==> src/rtl/cam_gen_pkg.sv <==
// cam_gen_pkg: shared types and constants for the camera test-pattern transmitter.
//   - cam_state_t : frame timing FSM states
//   - MODE_*      : pattern select encodings (3 renders as solid)
//   - BAR_COLORS  : 8-entry RGB444 colour-bar table, left to right
//   - max2        : elaboration-time helper for counter sizing
package cam_gen_pkg;

    typedef enum logic [2:0] {
        ST_IDLE   = 3'd0,
        ST_VSYNC  = 3'd1,
        ST_VBACK  = 3'd2,
        ST_ACTIVE = 3'd3,
        ST_VFRONT = 3'd4
    } cam_state_t;

    localparam logic [1:0] MODE_BARS  = 2'd0;
    localparam logic [1:0] MODE_GRAD  = 2'd1;
    localparam logic [1:0] MODE_SOLID = 2'd2;

    localparam logic [11:0] BAR_COLORS [8] = '{
        12'hFFF, 12'hFF0, 12'h0FF, 12'h0F0,
        12'hF0F, 12'hF00, 12'h00F, 12'h000
    };

    function automatic int max2(input int a, input int b);
        return (a > b) ? a : b;
    endfunction

endpackage

==> src/rtl/cam_px_gen_if.sv <==
// cam_px_gen_if: OV7670-style camera byte bus.
//   CAM_pclk    : pixel clock
//   CAM_href    : line valid; CAM_px_data carries a pixel byte only while it is 1
//   CAM_vsync   : frame sync, active high
//   CAM_px_data : 8-bit byte bus
// There is no back-pressure on this bus: the receiver samples CAM_px_data on
// every CAM_pclk rising edge where CAM_href is 1 (href acts as "valid", the
// receiver is always ready). The transmitter changes href/vsync/data only on
// pclk falling edges so they are stable at each rising edge.
// master = transmitter (camera model), slave = capture side.
interface cam_px_gen_if;
    logic       CAM_pclk;
    logic       CAM_href;
    logic       CAM_vsync;
    logic [7:0] CAM_px_data;

    modport master (
        output CAM_pclk,
        output CAM_href,
        output CAM_vsync,
        output CAM_px_data
    );

    modport slave (
        input CAM_pclk,
        input CAM_href,
        input CAM_vsync,
        input CAM_px_data
    );
endinterface

==> src/rtl/cam_gen_pattern.sv <==
// cam_gen_pattern: combinational test-pattern colour for one pixel.
// Ports:
//   x, y      : pixel coordinate (x may exceed H_ACT-1 during blanking; the
//               caller masks those bytes)
//   mode      : MODE_BARS / MODE_GRAD / MODE_SOLID (3 = solid)
//   solid_rgb : colour used for solid modes
//   rgb       : RGB444 result {R, G, B}
module cam_gen_pattern
    import cam_gen_pkg::*;
#(
    parameter int H_ACT = 160,
    parameter int X_W   = 8,
    parameter int Y_W   = 7
) (
    input  logic [X_W-1:0] x,
    input  logic [Y_W-1:0] y,
    input  logic [1:0]     mode,
    input  logic [11:0]    solid_rgb,
    output logic [11:0]    rgb
);
    localparam int BAR_W = H_ACT / 8;

    logic [2:0] bar_idx;
    logic [3:0] x4;
    logic [3:0] y4;
    logic [3:0] sum4;

    always_comb begin
        // Bar index beyond 7 only happens in blanking, so truncation is harmless.
        bar_idx = 3'(x / X_W'(BAR_W));
        x4      = 4'(x);
        y4      = 4'(y);
        sum4    = x4 + y4;   // equals (x+y)[3:0]
        case (mode)
            MODE_BARS: rgb = BAR_COLORS[bar_idx];
            MODE_GRAD: rgb = {x4, y4, sum4};
            default:   rgb = solid_rgb;
        endcase
    end

endmodule

==> src/rtl/cam_px_gen.sv <==
// cam_px_gen: synthesizable OV7670-style camera transmitter producing QQVGA
// RGB444 frames from an internal test pattern.
// Ports:
//   clk, rst_n : system clock, asynchronous active-low reset
//   enable     : start frames / keep streaming
//   mode       : pattern select (sampled at frame start)
//   solid_rgb  : solid colour (sampled at frame start)
//   cam        : camera byte bus (master modport)
//   frame_done : one-clk pulse at the end of each frame
//   state_dbg  : current timing FSM state
// Optional build macro CAM_GEN_SCROLL_EN: adds a frame counter f and renders
// the pattern at x' = (x + f) mod H_ACT so the image scrolls one pixel/frame.
module cam_px_gen
    import cam_gen_pkg::*;
#(
    parameter int H_ACT    = 160,
    parameter int V_ACT    = 120,
    parameter int H_BLANK  = 16,
    parameter int VS_LINES = 3,
    parameter int VB_LINES = 2,
    parameter int VF_LINES = 2
) (
    input  logic         clk,
    input  logic         rst_n,
    input  logic         enable,
    input  logic [1:0]   mode,
    input  logic [11:0]  solid_rgb,
    cam_px_gen_if.master cam,
    output logic         frame_done,
    output cam_state_t   state_dbg
);
    localparam int LINE_TICKS = 2 * H_ACT + H_BLANK;
    localparam int VS_TICKS   = VS_LINES * LINE_TICKS;
    localparam int VB_TICKS   = VB_LINES * LINE_TICKS;
    localparam int VF_TICKS   = VF_LINES * LINE_TICKS;
    localparam int CNT_MAX    = max2(max2(LINE_TICKS, VS_TICKS), max2(VB_TICKS, VF_TICKS));
    localparam int CNT_W      = $clog2(CNT_MAX + 1);
    localparam int X_W        = $clog2(H_ACT);
    localparam int Y_W        = $clog2(V_ACT);

    localparam logic [CNT_W-1:0] LINE_LAST = CNT_W'(LINE_TICKS - 1);
    localparam logic [CNT_W-1:0] VS_LAST   = CNT_W'(VS_TICKS - 1);
    localparam logic [CNT_W-1:0] VB_LAST   = CNT_W'(VB_TICKS - 1);
    localparam logic [CNT_W-1:0] VF_LAST   = CNT_W'(VF_TICKS - 1);
    localparam logic [CNT_W-1:0] HREF_END  = CNT_W'(2 * H_ACT);
    localparam logic [Y_W-1:0]   Y_LAST    = Y_W'(V_ACT - 1);

    cam_state_t       state, state_n;
    logic [CNT_W-1:0] cnt, cnt_n, cnt_inc;
    logic [Y_W-1:0]   y, y_n;
    logic             pclk, href, vsync;
    logic [7:0]       px_data, byte_n;
    logic             href_n, vsync_n, done_n, latch_n;
    logic [1:0]       mode_q;
    logic [11:0]      solid_q;
    logic             tick;
    logic [X_W-1:0]   px_x, pat_x;
    logic [11:0]      rgb;

    // pclk is 1 now, so this edge drives it low: the output update edge.
    assign tick = pclk;

    // Timing FSM state register; everything advances only on tick.
    always_ff @(posedge clk or negedge rst_n) begin
        if (!rst_n) begin
            state <= ST_IDLE;
            cnt   <= '0;
            y     <= '0;
        end else if (tick) begin
            state <= state_n;
            cnt   <= cnt_n;
            y     <= y_n;
        end
    end

    // Next state plus the values href/vsync/data take after this tick. In
    // ACTIVE, cnt is the byte position within the line (0 .. LINE_TICKS-1).
    always_comb begin
        state_n = state;
        cnt_n   = cnt;
        y_n     = y;
        href_n  = 1'b0;
        vsync_n = 1'b0;
        done_n  = 1'b0;
        latch_n = 1'b0;
        cnt_inc = cnt + 1'b1;
        case (state)
            ST_IDLE: begin
                if (enable) begin
                    state_n = ST_VSYNC;
                    cnt_n   = '0;
                    vsync_n = 1'b1;
                    latch_n = 1'b1;
                end
            end
            ST_VSYNC: begin
                if (cnt == VS_LAST) begin
                    state_n = ST_VBACK;
                    cnt_n   = '0;
                end else begin
                    cnt_n   = cnt_inc;
                    vsync_n = 1'b1;
                end
            end
            ST_VBACK: begin
                if (cnt == VB_LAST) begin
                    state_n = ST_ACTIVE;
                    cnt_n   = '0;
                    y_n     = '0;
                    href_n  = 1'b1;
                end else begin
                    cnt_n = cnt_inc;
                end
            end
            ST_ACTIVE: begin
                if (cnt == LINE_LAST) begin
                    cnt_n = '0;
                    if (y == Y_LAST) begin
                        state_n = ST_VFRONT;
                        y_n     = '0;
                    end else begin
                        y_n    = y + 1'b1;
                        href_n = 1'b1;
                    end
                end else begin
                    cnt_n  = cnt_inc;
                    href_n = (cnt_inc < HREF_END);
                end
            end
            ST_VFRONT: begin
                if (cnt == VF_LAST) begin
                    done_n = 1'b1;
                    cnt_n  = '0;
                    if (enable) begin
                        state_n = ST_VSYNC;
                        vsync_n = 1'b1;
                        latch_n = 1'b1;
                    end else begin
                        state_n = ST_IDLE;
                    end
                end else begin
                    cnt_n = cnt_inc;
                end
            end
            default: begin
                state_n = ST_IDLE;
                cnt_n   = '0;
                y_n     = '0;
            end
        endcase
    end

    // x of the byte being presented next: byte index >> 1.
    assign px_x = cnt_n[X_W:1];

`ifdef CAM_GEN_SCROLL_EN
    logic [X_W-1:0] frame_cnt;
    logic [X_W:0]   x_sum;

    always_ff @(posedge clk or negedge rst_n) begin
        if (!rst_n) begin
            frame_cnt <= '0;
        end else if (tick && done_n) begin
            frame_cnt <= (frame_cnt == X_W'(H_ACT - 1)) ? '0 : frame_cnt + 1'b1;
        end
    end

    // Both operands are below H_ACT on active pixels, so one subtract wraps.
    always_comb begin
        x_sum = {1'b0, px_x} + {1'b0, frame_cnt};
        if (x_sum >= (X_W + 1)'(H_ACT)) begin
            x_sum = x_sum - (X_W + 1)'(H_ACT);
        end
        pat_x = x_sum[X_W-1:0];
    end
`else
    assign pat_x = px_x;
`endif

    cam_gen_pattern #(
        .H_ACT (H_ACT),
        .X_W   (X_W),
        .Y_W   (Y_W)
    ) u_pattern (
        .x         (pat_x),
        .y         (y_n),
        .mode      (mode_q),
        .solid_rgb (solid_q),
        .rgb       (rgb)
    );

    // Even byte {0, R}, odd byte {G, B}; bus held at 0 outside href.
    always_comb begin
        byte_n = 8'h00;
        if (href_n) begin
            byte_n = cnt_n[0] ? rgb[7:0] : {4'h0, rgb[11:8]};
        end
    end

    // pclk divider, registered outputs and frame-start pattern latch.
    always_ff @(posedge clk or negedge rst_n) begin
        if (!rst_n) begin
            pclk       <= 1'b0;
            href       <= 1'b0;
            vsync      <= 1'b0;
            px_data    <= 8'h00;
            frame_done <= 1'b0;
            mode_q     <= MODE_BARS;
            solid_q    <= 12'h000;
        end else begin
            pclk       <= ~pclk;
            frame_done <= 1'b0;
            if (tick) begin
                href       <= href_n;
                vsync      <= vsync_n;
                px_data    <= byte_n;
                frame_done <= done_n;
                if (latch_n) begin
                    mode_q  <= mode;
                    solid_q <= solid_rgb;
                end
            end
        end
    end

    assign cam.CAM_pclk    = pclk;
    assign cam.CAM_href    = href;
    assign cam.CAM_vsync   = vsync;
    assign cam.CAM_px_data = px_data;
    assign state_dbg       = state;

endmodule

==> src/flat_wrapper.sv <==
// flat-port wrapper written by rule: the top's interface ports become plain ports
module cam_px_gen_flat import cam_gen_pkg::*;
#(
    parameter int H_ACT    = 160,
    parameter int V_ACT    = 120,
    parameter int H_BLANK  = 16,
    parameter int VS_LINES = 3,
    parameter int VB_LINES = 2,
    parameter int VF_LINES = 2
)
  (clk, rst_n, enable, mode, solid_rgb, frame_done, state_dbg, cam_CAM_pclk, cam_CAM_href, cam_CAM_vsync, cam_CAM_px_data);
  cam_px_gen_if cam_i ();
  input  logic clk;
  input  logic rst_n;
  input  logic enable;
  input  logic [1:0] mode;
  input  logic [11:0] solid_rgb;
  output logic frame_done;
  output cam_state_t state_dbg;
  output wire logic [$bits(cam_i.CAM_pclk)-1:0] cam_CAM_pclk;
  output wire logic [$bits(cam_i.CAM_href)-1:0] cam_CAM_href;
  output wire logic [$bits(cam_i.CAM_vsync)-1:0] cam_CAM_vsync;
  output wire logic [$bits(cam_i.CAM_px_data)-1:0] cam_CAM_px_data;
  assign cam_CAM_pclk = cam_i.CAM_pclk;
  assign cam_CAM_href = cam_i.CAM_href;
  assign cam_CAM_vsync = cam_i.CAM_vsync;
  assign cam_CAM_px_data = cam_i.CAM_px_data;
  cam_px_gen #(.H_ACT(H_ACT), .V_ACT(V_ACT), .H_BLANK(H_BLANK), .VS_LINES(VS_LINES), .VB_LINES(VB_LINES), .VF_LINES(VF_LINES)) u_core (.clk(clk), .rst_n(rst_n), .enable(enable), .mode(mode), .solid_rgb(solid_rgb), .cam(cam_i), .frame_done(frame_done), .state_dbg(state_dbg));
endmodule
==> config.mk <==
export PLATFORM = sky130hd
export DESIGN_NAME = cam_px_gen_flat
export DESIGN_NICKNAME = d
export VERILOG_FILES = /design/src/rtl/cam_gen_pkg.sv /design/src/rtl/cam_px_gen_if.sv /design/src/rtl/cam_gen_pattern.sv /design/src/rtl/cam_px_gen.sv /design/src/flat_wrapper.sv
export SDC_FILE = /design/constraint.sdc
export NUM_CORES = 1
export LEC_CHECK = 0
export BUFFER_PORTS_ARGS = -buffer_cell sky130_fd_sc_hd__buf_2
export CORE_UTILIZATION = 60
export DETAILED_ROUTE_END_ITERATION = 6
export PLACE_DENSITY = 0.81
export REMOVE_ABC_BUFFERS = 1
export SKIP_LAST_GASP = 1
export SYNTH_ARGS = -nofsm -noshare
export SYNTH_HDL_FRONTEND = slang
export SYNTH_SLANG_ARGS = --single-unit
==> constraint.sdc <==
create_clock -name clk -period 5.6 [get_ports clk]
set_input_delay 0.84 -clock clk [delete_from_list [all_inputs] [get_ports clk]]
set_output_delay 0.84 -clock clk [all_outputs]
set_load 0.1 [all_outputs]
==> flow_summary.html <==
<table>
<tr><th>Metric</th><th>Value</th></tr>
<tr><th colspan="2">Outcome</th></tr>
<tr><td>Status</td><td>finished clean</td></tr>
<tr><th colspan="2">Yosys</th></tr>
<tr><td>Most repeated cell in the gate-level netlist after synthesis</td><td>dfrtp_1</td></tr>
<tr><td>Cell taking the most area after synthesis</td><td>dfrtp_1</td></tr>
<tr><td>Part of the Yosys area used for sequential elements</td><td>33.9%</td></tr>
<tr><td>Post-Synthesis Mean Instance Area</td><td>8.51 um^2</td></tr>
<tr><td>Post-synthesis cell count</td><td>399</td></tr>
<tr><td>Most numerous cell types in the synthesized netlist</td><td>dfrtp_1, nand2_1, nor2_1</td></tr>
<tr><td>Flip-flop and latch count after synthesis</td><td>46</td></tr>
<tr><td>Top FF cell, synth</td><td>dfrtp_1</td></tr>
<tr><td>Mapped Area</td><td>3390 um^2</td></tr>
<tr><td>EDFF count, synth</td><td>0</td></tr>
<tr><td>Yosys warning total</td><td>0</td></tr>
<tr><td>Top cell type's share of synthesized area</td><td>33.9%</td></tr>
<tr><td>Async set-or-reset flop fraction in the synthesized netlist</td><td>100%</td></tr>
<tr><td>Leading cell types by total area after synthesis</td><td>dfrtp_1, mux2_2, o21ai_0, nand2_1, nor2_1</td></tr>
<tr><td>Distinct cell type count after synthesis</td><td>76</td></tr>
<tr><th colspan="2">Clock network</th></tr>
<tr><td>Depth of the CTS H-tree</td><td>2</td></tr>
<tr><td>Clock tree from TritonCTS</td><td>built</td></tr>
<tr><td>Clock sink count</td><td>46</td></tr>
<tr><td>Total setup buffers inserted after CTS</td><td>0</td></tr>
<tr><td>Clock buffers created by TritonCTS</td><td>5</td></tr>
<tr><td>Max Buffers Root-to-Sink</td><td>2</td></tr>
<tr><td>Clk pin slew, worst setup/hold paths</td><td>0.09 ns</td></tr>
<tr><td>Library cell used as clock root buffer</td><td>clkbuf_8</td></tr>
<tr><td>Worst-skew pair later-pin latency</td><td>0.30 ns</td></tr>
<tr><td>Hold buffer count at cts</td><td>0</td></tr>
<tr><td>Number of cells upsized or downsized after cts</td><td>0</td></tr>
<tr><th colspan="2">Pwr</th></tr>
<tr><td>Flop pwr share</td><td>31.4%</td></tr>
<tr><td>Pwr per Cell Area</td><td>489 nW/um^2</td></tr>
<tr><td>Cell internal pwr</td><td>0.877 mW</td></tr>
<tr><td>Clk pwr share</td><td>14.0%</td></tr>
<tr><td>Reported net switching power</td><td>0.912 mW</td></tr>
<tr><td>Comb pwr share</td><td>54.6%</td></tr>
<tr><td>Static power due to leakage</td><td>1.58 nW</td></tr>
<tr><td>Total Power Consumption</td><td>1.79 mW</td></tr>
<tr><td>Switching part of the total</td><td>51.0%</td></tr>
<tr><td>Max rail drop VDD</td><td>425 uV</td></tr>
<tr><th colspan="2">Layout</th></tr>
<tr><td>Final Core Density</td><td>66.8%</td></tr>
<tr><td>Net count of the finished layout</td><td>439</td></tr>
<tr><td>Final design instance area without fill</td><td>3650 um^2</td></tr>
<tr><td>Share of layout cells above drive strength 1</td><td>18.0%</td></tr>
<tr><td>Layout-stage area growth over the synthesis result</td><td>7.67%</td></tr>
<tr><td>Ant. Diodes</td><td>0</td></tr>
<tr><td>Count of placed standard cells in the final layout, fillers left out</td><td>488</td></tr>
<tr><th colspan="2">Worst setup path</th></tr>
<tr><td>Signal arrival time at the worst endpoint</td><td>4.37 ns</td></tr>
<tr><td>Critical path endpoint category</td><td>register</td></tr>
<tr><td>Required time at the endpoint of the critical path</td><td>5.75 ns</td></tr>
<tr><td>Startpoint types</td><td>register</td></tr>
<tr><td>WS Path Type</td><td>reg2reg</td></tr>
<tr><td>Top fanout value on the critical path</td><td>7</td></tr>
<tr><th colspan="2">Timing</th></tr>
<tr><td>Fin. Hold Viols</td><td>0</td></tr>
<tr><td>Headroom to the max-slew limit</td><td>30.6%</td></tr>
<tr><td>Setup repair after global routing missed its margin</td><td>no</td></tr>
<tr><td>Highest clock frequency the design can meet</td><td>237 MHz</td></tr>
<tr><td>Final Hold Slack</td><td>0.494 ns</td></tr>
<tr><td>Tcrit/Tclk final</td><td>75.4%</td></tr>
<tr><td>Maximum clock skew at final layout</td><td>0.0132 ns</td></tr>
<tr><td>Min cycle time layout</td><td>4.22 ns</td></tr>
<tr><td>Slew at the pin closest to its max-slew limit</td><td>1.03 ns</td></tr>
<tr><td>Total Neg Setup Slack</td><td>0 ns</td></tr>
<tr><td>Number of setup violations in the final report</td><td>0</td></tr>
<tr><td>Worst-case setup margin in the final layout</td><td>1.38 ns</td></tr>
<tr><td>Number of pins exceeding their max-slew limit in the final report</td><td>0</td></tr>
<tr><th colspan="2">Placed design</th></tr>
<tr><td>Pre-CTS WS</td><td>1.45 ns</td></tr>
<tr><td>Port Buffers</td><td>31</td></tr>
<tr><td>Detailed Place HPWL</td><td>6.03 mm</td></tr>
<tr><td>RD Place Congestion</td><td>0.907</td></tr>
<tr><td>Placed Area</td><td>3540 um^2</td></tr>
<tr><td>Number of placed instances, taps included</td><td>480</td></tr>
<tr><th colspan="2">Global route</th></tr>
<tr><td>Overall overflow remaining after global route</td><td>0</td></tr>
<tr><td>Antenna violations before repair</td><td>0</td></tr>
<tr><td>Maximum number of pins on one net before global-route repair</td><td>47</td></tr>
<tr><td>Number of global-route vias before repair</td><td>3005</td></tr>
<tr><td>Wire length of the first global-routing pass</td><td>14.3 mm</td></tr>
<tr><td>All-layer global routing usage</td><td>29.8%</td></tr>
<tr><th colspan="2">Flow run</th></tr>
<tr><td>MaxCap Viol Count</td><td>0</td></tr>
<tr><th colspan="2">Floorplanning</th></tr>
<tr><td>Width of the die</td><td>77.2 um</td></tr>
<tr><td>Total die area</td><td>5960 um^2</td></tr>
<tr><td>Number of primary I/O pins</td><td>32</td></tr>
<tr><td>Floorplan core area</td><td>5470 um^2</td></tr>
<tr><td>Starting utilization of the core area</td><td>62.0%</td></tr>
<tr><td>Site row count</td><td>27</td></tr>
<tr><td>Die Y-Extent</td><td>77.2 um</td></tr>
<tr><th colspan="2">Detailed routing</th></tr>
<tr><td>Post-route ant nets</td><td>0</td></tr>
<tr><td>Final wirelength</td><td>8.38 mm</td></tr>
<tr><td>Via count of the routed design</td><td>3214</td></tr>
<tr><td>Detailed router's first-iteration violation count</td><td>329</td></tr>
<tr><td>DR pass1 iterations</td><td>4</td></tr>
<tr><td>Average routed wire per standard cell</td><td>17.2 um</td></tr>
<tr><td>DR vias/cell</td><td>6.59</td></tr>
<tr><td>Residual DRC count</td><td>0</td></tr>
<tr><th colspan="2">Worst hold path</th></tr>
<tr><td>Worst min-delay path class</td><td>reg2reg</td></tr>
</table>
-- worst max-delay path, cell delays in order (launching register included) --
cell and delay (ns):
dfrtp_1 0.44, ha_1 0.28, nand4_2 0.20, or4_1 0.73, nor2_1 0.24, a21oi_1 0.16
a32oi_1 0.40, inv_1 0.14, ha_1 0.31, a21o_1 0.15, a21oi_1 0.16, xnor2_1 0.09
xnor2_1 0.15, a2111oi_0 0.48, a22oi_1 0.12
-- cell usage in the layout (no fill, tap or decap), types with 5 or more instances in the layout --
master     instances
inv_1             16
nand2b_1           5
mux2_2            16
nor3_1             8
nand3_1           16
o21ai_0           30
ha_1               6
a22oi_1            5
nand4_1            8
o2bb2ai_1          5
xnor2_1            6
dfrtp_1           46
and3_1             6
clkbuf_8           5
nand2_1           38
o2111ai_1          5
nor2_1            38
a21oi_1           24
a211oi_1           8
buf_2             31
-- layer usage --
layer  share of wire (%)  up-vias  routed length [um]  global-route usage, %
li1                    -     1529                   -                      -
met1                  45     1525                3760                   39.9
met2                  48      142                3980                   48.8
met3                 5.8       18                 487                   5.00
met4                 1.8        0                 148                   9.62
met5                   0        -                   0                      0
-- power by group through the flow --
stage / clock network, mW / registers, mW / logic [mW]
2_1_floorplan: 0 / 0.739 / 0.566
3_3_place_gp: 0 / 0.561 / 0.952
3_5_place_dp: 0 / 0.566 / 0.966
4_1_cts: 0.255 / 0.560 / 0.971
5_1_grt: 0.265 / 0.581 / 1.05
6_report: 0.250 / 0.562 / 0.977
-- cell type report --
class | count | area [um^2]
fillers | 486 | 1820
clock inverters | 2 | 37.5
inverters | 19 | 71.3
flip-flops and latches | 46 | 1150
repair buffers | 34 | 178
well taps | 72 | 90.1
multi-input cells | 309 | 2050
clock buffers | 6 | 72.6
-- flip-flops by register name (all words and copies together), names as in the netlist --
signal                  flops
u_core.y                    7
u_core.cam.CAM_vsync        1
u_core.cam.CAM_href         1
u_core.cam.CAM_px_data      8
u_core.cnt                 10
u_core.cam.CAM_pclk         1
u_core.mode_q               2
u_core.state_dbg            3
u_core.solid_q             12
u_core.frame_done           1
-- cell families (layout without fill, tap and decap cells) --
group / count (synthesis) / in the layout / share of synthesized area (%)
simple gates: 144 / 144 / 21.2
compound gates: 130 / 130 / 28.0
flops: 46 / 46 / 33.9
buf+inv: 44 / 61 / 5.57
mux: 20 / 20 / 6.49
xor+xnor: 8 / 8 / 2.06
fa+ha+maj: 7 / 7 / 2.80
-- worst paths after layout --
kind,endpoint,depth (start not counted),slack [ns],from
max,u_core.cam.CAM_px_data[3]$_DFFE_PN0P_,14,1.38,u_core.cnt[1]$_DFFE_PN0P_
min,u_core.cam.CAM_px_data[4]$_DFFE_PN0P_,1,0.49,u_core.cam.CAM_px_data[4]$_DFFE_PN0P_
max reg2reg,u_core.cam.CAM_px_data[3]$_DFFE_PN0P_,14,1.38,u_core.cnt[1]$_DFFE_PN0P_
min reg2reg,u_core.cam.CAM_px_data[4]$_DFFE_PN0P_,1,0.49,u_core.cam.CAM_px_data[4]$_DFFE_PN0P_
max in group asynchronous,u_core.cam.CAM_px_data[2]$_DFFE_PN0P_,1,4.25,rst_n
min in group asynchronous,u_core.frame_done$_DFF_PN0_,1,0.70,rst_n
Note: power is estimated with default switching activity, not from simulation.
